==> config.mk <==
export PLATFORM = sky130hd
export DESIGN_NAME = seq_muldiv_alu
export DESIGN_NICKNAME = d
export VERILOG_FILES = /design/src/rtl/seq_muldiv_alu_pkg.sv /design/src/rtl/seq_muldiv_alu_muldiv_step.sv /design/src/rtl/seq_muldiv_alu.sv
export SDC_FILE = /design/constraint.sdc
export NUM_CORES = 1
export LEC_CHECK = 0
export BUFFER_PORTS_ARGS = -buffer_cell sky130_fd_sc_hd__buf_2
export CAP_MARGIN = 15
export CORE_MARGIN = 2
export CORE_UTILIZATION = 40
export CTS_CLUSTER_SIZE = 28
export DETAILED_ROUTE_END_ITERATION = 6
export MAX_ROUTING_LAYER = met4
export PLACE_DENSITY_LB_ADDON = 0.1
export SLEW_MARGIN = 20
export SYNTH_ARGS = -nofsm -noshare
export SYNTH_HDL_FRONTEND = slang
export SYNTH_SLANG_ARGS = --single-unit
==> constraint.sdc <==
create_clock -name clk -period 3.6 [get_ports clk]
set_clock_uncertainty 0.2 [all_clocks]
set_input_delay 0.72 -clock clk [delete_from_list [all_inputs] [get_ports clk]]
set_output_delay 0.72 -clock clk [all_outputs]
set_load 0.005 [all_outputs]
==> src/rtl/seq_muldiv_alu_pkg.sv <==
// seq_muldiv_alu_pkg: mode and FSM state encodings shared by the sequential ALU
package seq_muldiv_alu_pkg;
    localparam int MODE_W = 3;
    typedef enum logic [MODE_W-1:0] {
        MODE_MULU = 3'd0,
        MODE_DIVU = 3'd1,
        MODE_AND  = 3'd2,
        MODE_OR   = 3'd3,
        MODE_MULS = 3'd4,
        MODE_DIVS = 3'd5,
        MODE_XOR  = 3'd6,
        MODE_ILL  = 3'd7
    } mode_e;
    typedef enum logic [1:0] {IDLE, CALC, FIX, DONE} state_e;
endpackage

==> src/rtl/seq_muldiv_alu_muldiv_step.sv <==
// muldiv_step: one unsigned shift-add multiply or restoring shift-subtract divide iteration
module muldiv_step
    import seq_muldiv_alu_pkg::*;
#(
    parameter int WIDTH = 32
) (
    input  logic [2*WIDTH-1:0] i_shreg,
    input  logic [WIDTH-1:0]   i_opb,
    input  logic               i_div,
    output logic [2*WIDTH-1:0] o_shreg,
    output logic               o_qbit
);
    logic [WIDTH:0]   w_acc;
    logic [WIDTH:0]   w_win;
    logic [WIDTH-1:0] w_diff;
    logic             w_ge;
    // The divide window keeps the bit shifted out of the remainder so the compare never loses it
    always_comb begin
        w_acc   = {1'b0, i_shreg[2*WIDTH-1:WIDTH]} + (i_shreg[0] ? {1'b0, i_opb} : {(WIDTH+1){1'b0}});
        w_win   = i_shreg[2*WIDTH-1:WIDTH-1];
        w_ge    = w_win >= {1'b0, i_opb};
        w_diff  = w_win[WIDTH-1:0] - i_opb;
        o_qbit  = i_div && w_ge;
        o_shreg = i_div ? {(w_ge ? w_diff : w_win[WIDTH-1:0]), i_shreg[WIDTH-2:0], w_ge}
                        : {w_acc, i_shreg[WIDTH-1:1]};
    end
endmodule

==> src/rtl/seq_muldiv_alu.sv <==
// seq_muldiv_alu: multi-cycle multiply/divide/logic ALU with valid/ready handshakes and held results
module seq_muldiv_alu
    import seq_muldiv_alu_pkg::*;
#(
    parameter int WIDTH = 32,
    parameter int CNT_W = $clog2(WIDTH)
) (
    input  logic               clk,
    input  logic               rst_n,
    input  logic               in_valid,
    output logic               in_ready,
    input  logic [MODE_W-1:0]  mode,
    input  logic [WIDTH-1:0]   in_A,
    input  logic [WIDTH-1:0]   in_B,
    output logic               out_valid,
    input  logic               out_ready,
    output logic [2*WIDTH-1:0] out,
    output logic               dz,
    output logic               ill
);
    state_e             r_state, w_next;
    logic [CNT_W-1:0]   r_cnt;
    logic [2*WIDTH-1:0] r_shreg, r_out, w_step, w_fix, w_quick;
    logic [WIDTH-1:0]   r_opb, w_a_mag, w_b_mag, w_logic;
    logic               r_div, r_neg_q, r_neg_r, r_dz, r_ill;
    logic               w_accept, w_is_mul, w_is_div, w_sgn, w_b_zero, w_calc, w_qbit, w_last;
    mode_e              w_mode;

    assign w_mode   = mode_e'(mode);
    assign w_is_mul = w_mode == MODE_MULU || w_mode == MODE_MULS;
    assign w_is_div = w_mode == MODE_DIVU || w_mode == MODE_DIVS;
    assign w_sgn    = w_mode == MODE_MULS || w_mode == MODE_DIVS;
    assign w_b_zero = in_B == '0;
    assign w_calc   = w_is_mul || (w_is_div && !w_b_zero);
    assign w_accept = in_valid && in_ready;
    assign w_last   = r_cnt == CNT_W'(WIDTH - 1);
    assign w_a_mag  = (w_sgn && in_A[WIDTH-1]) ? -in_A : in_A;
    assign w_b_mag  = (w_sgn && in_B[WIDTH-1]) ? -in_B : in_B;
    assign w_logic  = w_mode == MODE_AND ? (in_A & in_B) :
                      w_mode == MODE_OR  ? (in_A | in_B) :
                      w_mode == MODE_XOR ? (in_A ^ in_B) : '0;
    assign w_quick  = w_is_div ? {in_A, {WIDTH{1'b1}}} : {{WIDTH{1'b0}}, w_logic};
    assign w_fix    = !r_div ? (r_neg_q ? -r_shreg : r_shreg) :
                      {(r_neg_r ? -r_shreg[2*WIDTH-1:WIDTH] : r_shreg[2*WIDTH-1:WIDTH]),
                       (r_neg_q ? -r_shreg[WIDTH-1:0] : r_shreg[WIDTH-1:0])};

    assign in_ready  = r_state == IDLE;
    assign out_valid = r_state == DONE;
    assign out       = r_out;
    assign dz        = r_dz;
    assign ill       = r_ill;

    muldiv_step #(.WIDTH(WIDTH)) u_step (
        .i_shreg (r_shreg),
        .i_opb   (r_opb),
        .i_div   (r_div),
        .o_shreg (w_step),
        .o_qbit  (w_qbit)
    );

    // FSM state register
    always_ff @(posedge clk or negedge rst_n) begin
        if (!rst_n) r_state <= IDLE;
        else r_state <= w_next;
    end

    // Next state: quick ops skip CALC/FIX, DONE waits for downstream
    always_comb begin
        w_next = r_state;
        case (r_state)
            IDLE:    if (in_valid) w_next = w_calc ? CALC : DONE;
            CALC:    if (w_last) w_next = FIX;
            FIX:     w_next = DONE;
            DONE:    if (out_ready) w_next = IDLE;
            default: w_next = IDLE;
        endcase
    end

    // Datapath: latch magnitudes on accept, iterate in CALC, sign-correct into the result in FIX
    always_ff @(posedge clk or negedge rst_n) begin
        if (!rst_n) begin
            r_cnt   <= '0;
            r_shreg <= '0;
            r_opb   <= '0;
            r_div   <= 1'b0;
            r_neg_q <= 1'b0;
            r_neg_r <= 1'b0;
            r_out   <= '0;
            r_dz    <= 1'b0;
            r_ill   <= 1'b0;
        end else if (w_accept) begin
            r_cnt   <= '0;
            r_shreg <= {{WIDTH{1'b0}}, w_a_mag};
            r_opb   <= w_b_mag;
            r_div   <= w_is_div;
            r_neg_q <= w_sgn && (in_A[WIDTH-1] ^ in_B[WIDTH-1]);
            r_neg_r <= w_sgn && w_is_div && in_A[WIDTH-1];
            r_dz    <= w_is_div && w_b_zero;
            r_ill   <= w_mode == MODE_ILL;
            if (!w_calc) r_out <= w_quick;
        end else if (r_state == CALC) begin
            r_shreg <= {w_step[2*WIDTH-1:1], r_div ? w_qbit : w_step[0]};
            r_cnt   <= w_last ? '0 : r_cnt + 1'b1;
        end else if (r_state == FIX) begin
            r_out <= w_fix;
        end
    end
endmodule

# Word level (Yosys, flattened, before mapping)
# Cells that the tools add are included.
# Widths: inputs -> output; s select.
totals:
  regBits: 172
  latchBits: 0
  mem_bits_rw: 0
  romBits: 0
  inputBits: 71
  out_inout_bits: 68
  elab_cells: 88
  mem_count: 0
op_classes:
  add_sub_neg: 8
  n_mul: 0
  n_div: 0
  order_cmp: 1
  n_eq_ne: 16
  n_shift: 0
  n_mux: 28
  bitwise: 4
  n_reduce_logical: 21
ops:
  columns: ["cell", "count"]
  rows:
  - ["$mux 64", 10]
  - ["$mux 32", 9]
  - ["$neg 32->32", 4]
  - ["$neg 64->64", 1]
  - ["$add 32x33->33", 1]
  - ["$ge 33x32->1", 1]
  - ["$and 32x32->32", 1]
  - ["$logic_not 32->1", 1]
  - ["$or 32x32->32", 1]
  - ["$sub 32x32->32", 1]
  - ["$xor 32x32->32", 1]
  - ["$mux 5", 3]
  - ["$eq 3x3->1 const B", 4]
  - ["$logic_and 1x1->1", 9]
  - ["$mux 2", 4]
  - ["$ne 2x2->1 const B", 4]
  - ["$pmux 2 s4", 1]
  - ["$eq 3x2->1 const B", 2]
  - ["$reduce_and 3->1", 2]
  - ["$add 5x1->5 const B", 1]
  - ["$eq 5x5->1 const B", 1]
  - ["$eq 2x2->1 const B", 2]
  - ["$logic_or 1x1->1", 4]
  - ["$reduce_bool 2->1", 2]
  - ["8 further kinds", 8]

# Depth between registers and ports, before layout
depth:
  ltp_word: 7
  mapped_depth: 14
  depth_no_buf: 13

# Hierarchy
# A second synthesis with hierarchy kept.
hier_totals:
  hier_cells: 2146
  area_unflattened_um2: 16900.0
modules_own_cells:
  columns: ["module", "n_inst", "cells_each", "area_per_inst_um2", "seq_area_each_um2"]
  rows:
  - ["seq_muldiv_alu", 1, 1443, 12177.9, 4304.1]
  - ["muldiv_step", 1, 703, 4722.0, 0.0]

# Worst setup path after synthesis
# OpenSTA, ideal clock, no wires.
synth_path:
  path_kind: "flip-flop to flip-flop"
  start: "register r_shreg[0]"
  end: "register r_shreg[63]"
  setup_time_ns: 0.138
  arrival_ns: 3.306
  t_required_ns: 3.262
  setup_slack_ns: -0.044
  stages_incl_launch_ff: 14
  path_buffers: 1
  period_less_slack_ns: 3.644
  path_cell_list: "dfrtp_1 -> inv_1 -> clkbuf_1 -> nor2_1 -> ha_1 -> nor2b_1 -> o31ai_1 -> a21oi_1 -> o41ai_1 -> o21ai_0 -> a21oi_1 -> o21ai_1 -> a221oi_1 -> a2111oi_0"
synth_between:
  elab_chain_len: 5
synth_lines:
  columns: ["element", "line_no", "source"]
  rows:
  - ["start, declared", "seq_muldiv_alu.sv:23", "logic [2*WIDTH-1:0] r_shreg, r_out, w_step, w_fix, w_quick;"]
  - ["start signal, assigned", "seq_muldiv_alu.sv:93", "r_shreg <= {{WIDTH{1'b0}}, w_a_mag};"]
  - ["start signal, assigned", "seq_muldiv_alu.sv:102", "r_shreg <= {w_step[2*WIDTH-1:1], r_div ? w_qbit : w_step[0]};"]
  - ["$mux 32", "seq_muldiv_alu_muldiv_step.sv:19", "w_acc = {1'b0, i_shreg[2*WIDTH-1:WIDTH]} + (i_shreg[0] ? {1'b0, i_opb} : {(WIDTH+1){1'b0}});"]
  - ["$add 32x33->33", "seq_muldiv_alu_muldiv_step.sv:19", null]
  - ["$mux 64", "seq_muldiv_alu_muldiv_step.sv:24", "o_shreg = i_div ? {(w_ge ? w_diff : w_win[WIDTH-1:0]), i_shreg[WIDTH-2:0], w_ge}"]
  - ["$mux 64", "seq_muldiv_alu.sv:101", "end else if (r_state == CALC) begin"]
  - ["$mux 64", "seq_muldiv_alu.sv:91", "end else if (w_accept) begin"]
# Every way passes these cells. The select of a mux whose other input is x is not followed.
# A chain may end at the register's enable or synchronous reset.

# Worst setup path after layout
layout_path:
  start: "register r_shreg[0]"
  end: "register r_shreg[62]"
# Same word-level chain as after synthesis.

==> flow_summary_export.csv <==
group,metric,value,unit
detailed_routing,vias_per_cell,5.97,
place,place_congestion,0.981,
setup_path,critical_path.max_stage_delay,0.42,ns
yosys,synth_warnings,0,
final_layout,final_common_cell,"o21ai_0",
place,dp_hpwl,53500,µm
global_routing,grt_pass1_wl,105000,µm
yosys,synthFlopType,"dfrtp_1",
final_layout,num-fill-cells,4205,
global_routing,antenna_found_initial,1,
power_and_ir_drop,power.total,20.5,mW
setup_path,cp_data_arrival_time,3.75,ns
timing,slew_headroom,39.7,%
final_layout,mostFrequentLayoutCells,"o21ai_0, nand2_1, buf_4, nor2_1, dfrtp_1",
setup_path,worstPathRequired,3.77,ns
yosys,synth_edf_count,0,
detailed_routing,drt_iter0_markers,1696,
detailed_routing,drc_errors,0,
setup_path,crit_fanout,11,
setup_path,cp_cell_sequence,"inv_2 -> buf_12 -> buf_12 -> nor2_1 -> ha_1 -> nand3_4 -> nor4_4 -> buf_4 -> o2111ai_4 -> a41oi_2 -> buf_4 -> nor2_4 -> o211ai_1 -> a21oi_1 -> a31o_2 -> a221o_1",
timing,post-route-period-util,99.5,%
yosys,ys_seq_elements,172,
yosys,async_flop_share,100,%
floorplanning,dieArea,43900,µm²
power_and_ir_drop,cellLeakagePower,9.20,nW
detailed_routing,wl_per_cell,23.4,µm
floorplanning,die_y,210,µm
detailed_routing,drt_pass1_iterations,5,
setup_path,crit_path_end_kind,"register",
final_layout,drive_above_1_share,18.4,%
timing,maxSlewViolCount,0,
place,dp_slack,-0.514,ns
global_routing,grt_pass1_vias,16800,
cts,cts.sinks,172,
timing,rsz0062_at_grt,"yes",
yosys,syn_area_per_cell,7.59,µm²
global_routing,grt_max_degree,120,
timing,period_minus_slack,3.58,ns
floorplanning,core-area,41900,µm²
global_routing,grt-ovfl-total,0,
detailed_routing,vias,17900,
cts,cts_tree,"yes",
final_layout,final_util,48.7,%
setup_path,crit_path_start_kind,"register",
yosys,synth.net_count,2437,
floorplanning,die_w,210,µm
cts,h-tree-depth,4,
yosys,synth.cell_area,16900,µm²
yosys,ys_types,78,
timing,setup_viol,0,
timing,setup_ws,0.0178,ns
min_path,hp-class,"input pin to asynchronous set/reset pin",
flow_run,maxCapViolCount,0,
setup_path,worst_path_max_delay_cell,"dfrtp_1",
yosys,yosysSeqAreaShare,25.5,%
power_and_ir_drop,peakVddDrop,0.430,mV
final_layout,area_growth,20.5,%
timing,timing.final.hold_violations,0,
yosys,synthCells,2226,
final_layout,finish.net_count,2650,
place,portBuffers,138,
floorplanning,start_util,40.4,%
power_and_ir_drop,power_per_cell_area,1000,nW/µm²
timing,max_slew.worst_pin.slew,0.904,ns
cts,ctsLongestPathBuffers,2,
setup_path,worst-setup-path-type,"register to register",
cts,clock_latency,0.48,ns
detailed_routing,wl,70000,µm
timing,max_freq,0.279,GHz
global_routing,grt_use_total,32.2,%
detailed_routing,drtAntennaViolNets,0,
floorplanning,num_rows,75,
cts,cts_made_buffers,17,
floorplanning,io_pins,139,
outcome,outcome,"finished clean",
cts,path_clk_slew,0.09,ns
cts,cts-root-buf,"clkbuf_16",
-- report_power, final --
group | switching (mW) | internal, mW
sequential | 0.887 | 2.89
combinational | 8.73 | 5.84
clock | 0.983 | 1.12
-- critical path, delay by kind of cell, from the launching register on --
family	cells	cell delay, ns
flops	1	0.42
buf+inv	5	0.74
fa+ha+maj	1	0.33
simple gates	4	0.49
compound gates	6	1.25
-- sequential cells by signal, summed over array words and instances (netlist names), 2 cells and up --
signal   count
out         64
r_shreg     64
r_opb       32
r_cnt        5
r_state      2
-- what timing repair did --
item | 4_1_cts | 5_1_grt
hold buffers | 0 | 0
cloned | 0 | 0
endpoints found under the setup margin | 11 | 47
gates resized for setup | 16 | 55
pin swaps | 4 | 22
buffers inserted | 3 | 18
-- cell type report --
| type | count | area, µm² | share of cell area, % |
|---|---|---|---|
| Sequential cell | 172 | 4310 | 21.2 |
| Clock buffer | 17 | 425 | 2.09 |
| Multi-Input combinational cell | 1778 | 11900 | 58.5 |
| Timing Repair Buffer | 343 | 2350 | 11.6 |
| Clock inverter | 15 | 206 | 1.01 |
| Tap cell | 539 | 674 | 3.31 |
| Antenna cell | 1 | 2.50 | 0.0123 |
| Inverter | 127 | 477 | 2.34 |
-- routing by layer --
layer | vias up | track usage (%) | wire length [µm]
met5 | - | - | 0
met4 | 0 | 10.8 | 2260
met3 | 117 | 2.86 | 3530
met2 | 627 | 51.1 | 32400
met1 | 8750 | 43.3 | 31800
li1 | 8377 | - | -
-- Yosys cell counts, drive strengths merged, types with 11 or more instances --
| library cell | n | share of area [%] |
|---|---|---|
| inv | 127 | 2.8 |
| ha | 138 | 10 |
| buf | 13 | 0.30 |
| a221oi | 25 | 1.3 |
| a211oi | 24 | 1.1 |
| nor2 | 187 | 4.2 |
| dfrtp | 172 | 25 |
| a21oi | 100 | 3.0 |
| and3 | 14 | 0.52 |
| mux2i | 71 | 4.2 |
| or4 | 11 | 0.58 |
| nand3 | 43 | 1.3 |
| nor3 | 42 | 1.2 |
| xnor2 | 121 | 6.3 |
| nand2b | 13 | 0.48 |
| xor2 | 47 | 2.4 |
| a21o | 28 | 1.2 |
| nand4 | 22 | 0.81 |
| o211ai | 76 | 3.4 |
| and2 | 14 | 0.52 |
| nand2 | 264 | 5.9 |
| o21ai | 291 | 8.6 |
| o31ai | 22 | 1.1 |
| clkbuf | 136 | 3.0 |
| nor4 | 30 | 1.1 |
| or3 | 21 | 0.78 |
| nor2b | 15 | 0.56 |
| a31oi | 35 | 1.3 |
-- stage by stage --
stage	hold WS, ns	instances	setup TNS, ns	cell area, µm²
after global routing	0.119	2992	-0.292	20400
after floorplan	0.224	2226	0	16900
after CTS	0.106	2973	-0.0183	20000
final	0.0636	2992	0	20400
after detailed placement	0.266	2938	-3.16	19200
after global placement	0.258	2938	-2.62	19200
-- logic make-up (layout without fill, tap and decap cells) --
kind of cell	count (synthesis)	after routing	synth area share, %
compound gates	695	695	25.8
mux	72	72	4.27
buf+inv	276	502	6.14
flops	172	172	25.5
fa+ha+maj	140	140	10.5
xor+xnor	168	168	8.71
simple gates	703	703	19.2
other cells	0	1	0
-- path summary, 6_finish.rpt --
path / start / end / slack, ns / depth (start not counted)
hold / removal: rst_n / out[13]$_DFFE_PN0P_ / 0.06 / 1
max in group asynchronous: rst_n / out[45]$_DFFE_PN0P_ / 2.33 / 2
setup / recovery: r_shreg[0]$_DFFE_PN0P_ / r_shreg[62]$_DFFE_PN0P_ / 0.02 / 16
setup reg to reg: r_shreg[0]$_DFFE_PN0P_ / r_shreg[62]$_DFFE_PN0P_ / 0.02 / 16
min in group clk: out[3]$_DFFE_PN0P_ / out[3]$_DFFE_PN0P_ / 0.27 / 2
hold reg to reg: out[3]$_DFFE_PN0P_ / out[3]$_DFFE_PN0P_ / 0.27 / 2
Note: power is estimated with default switching activity, not from simulation.
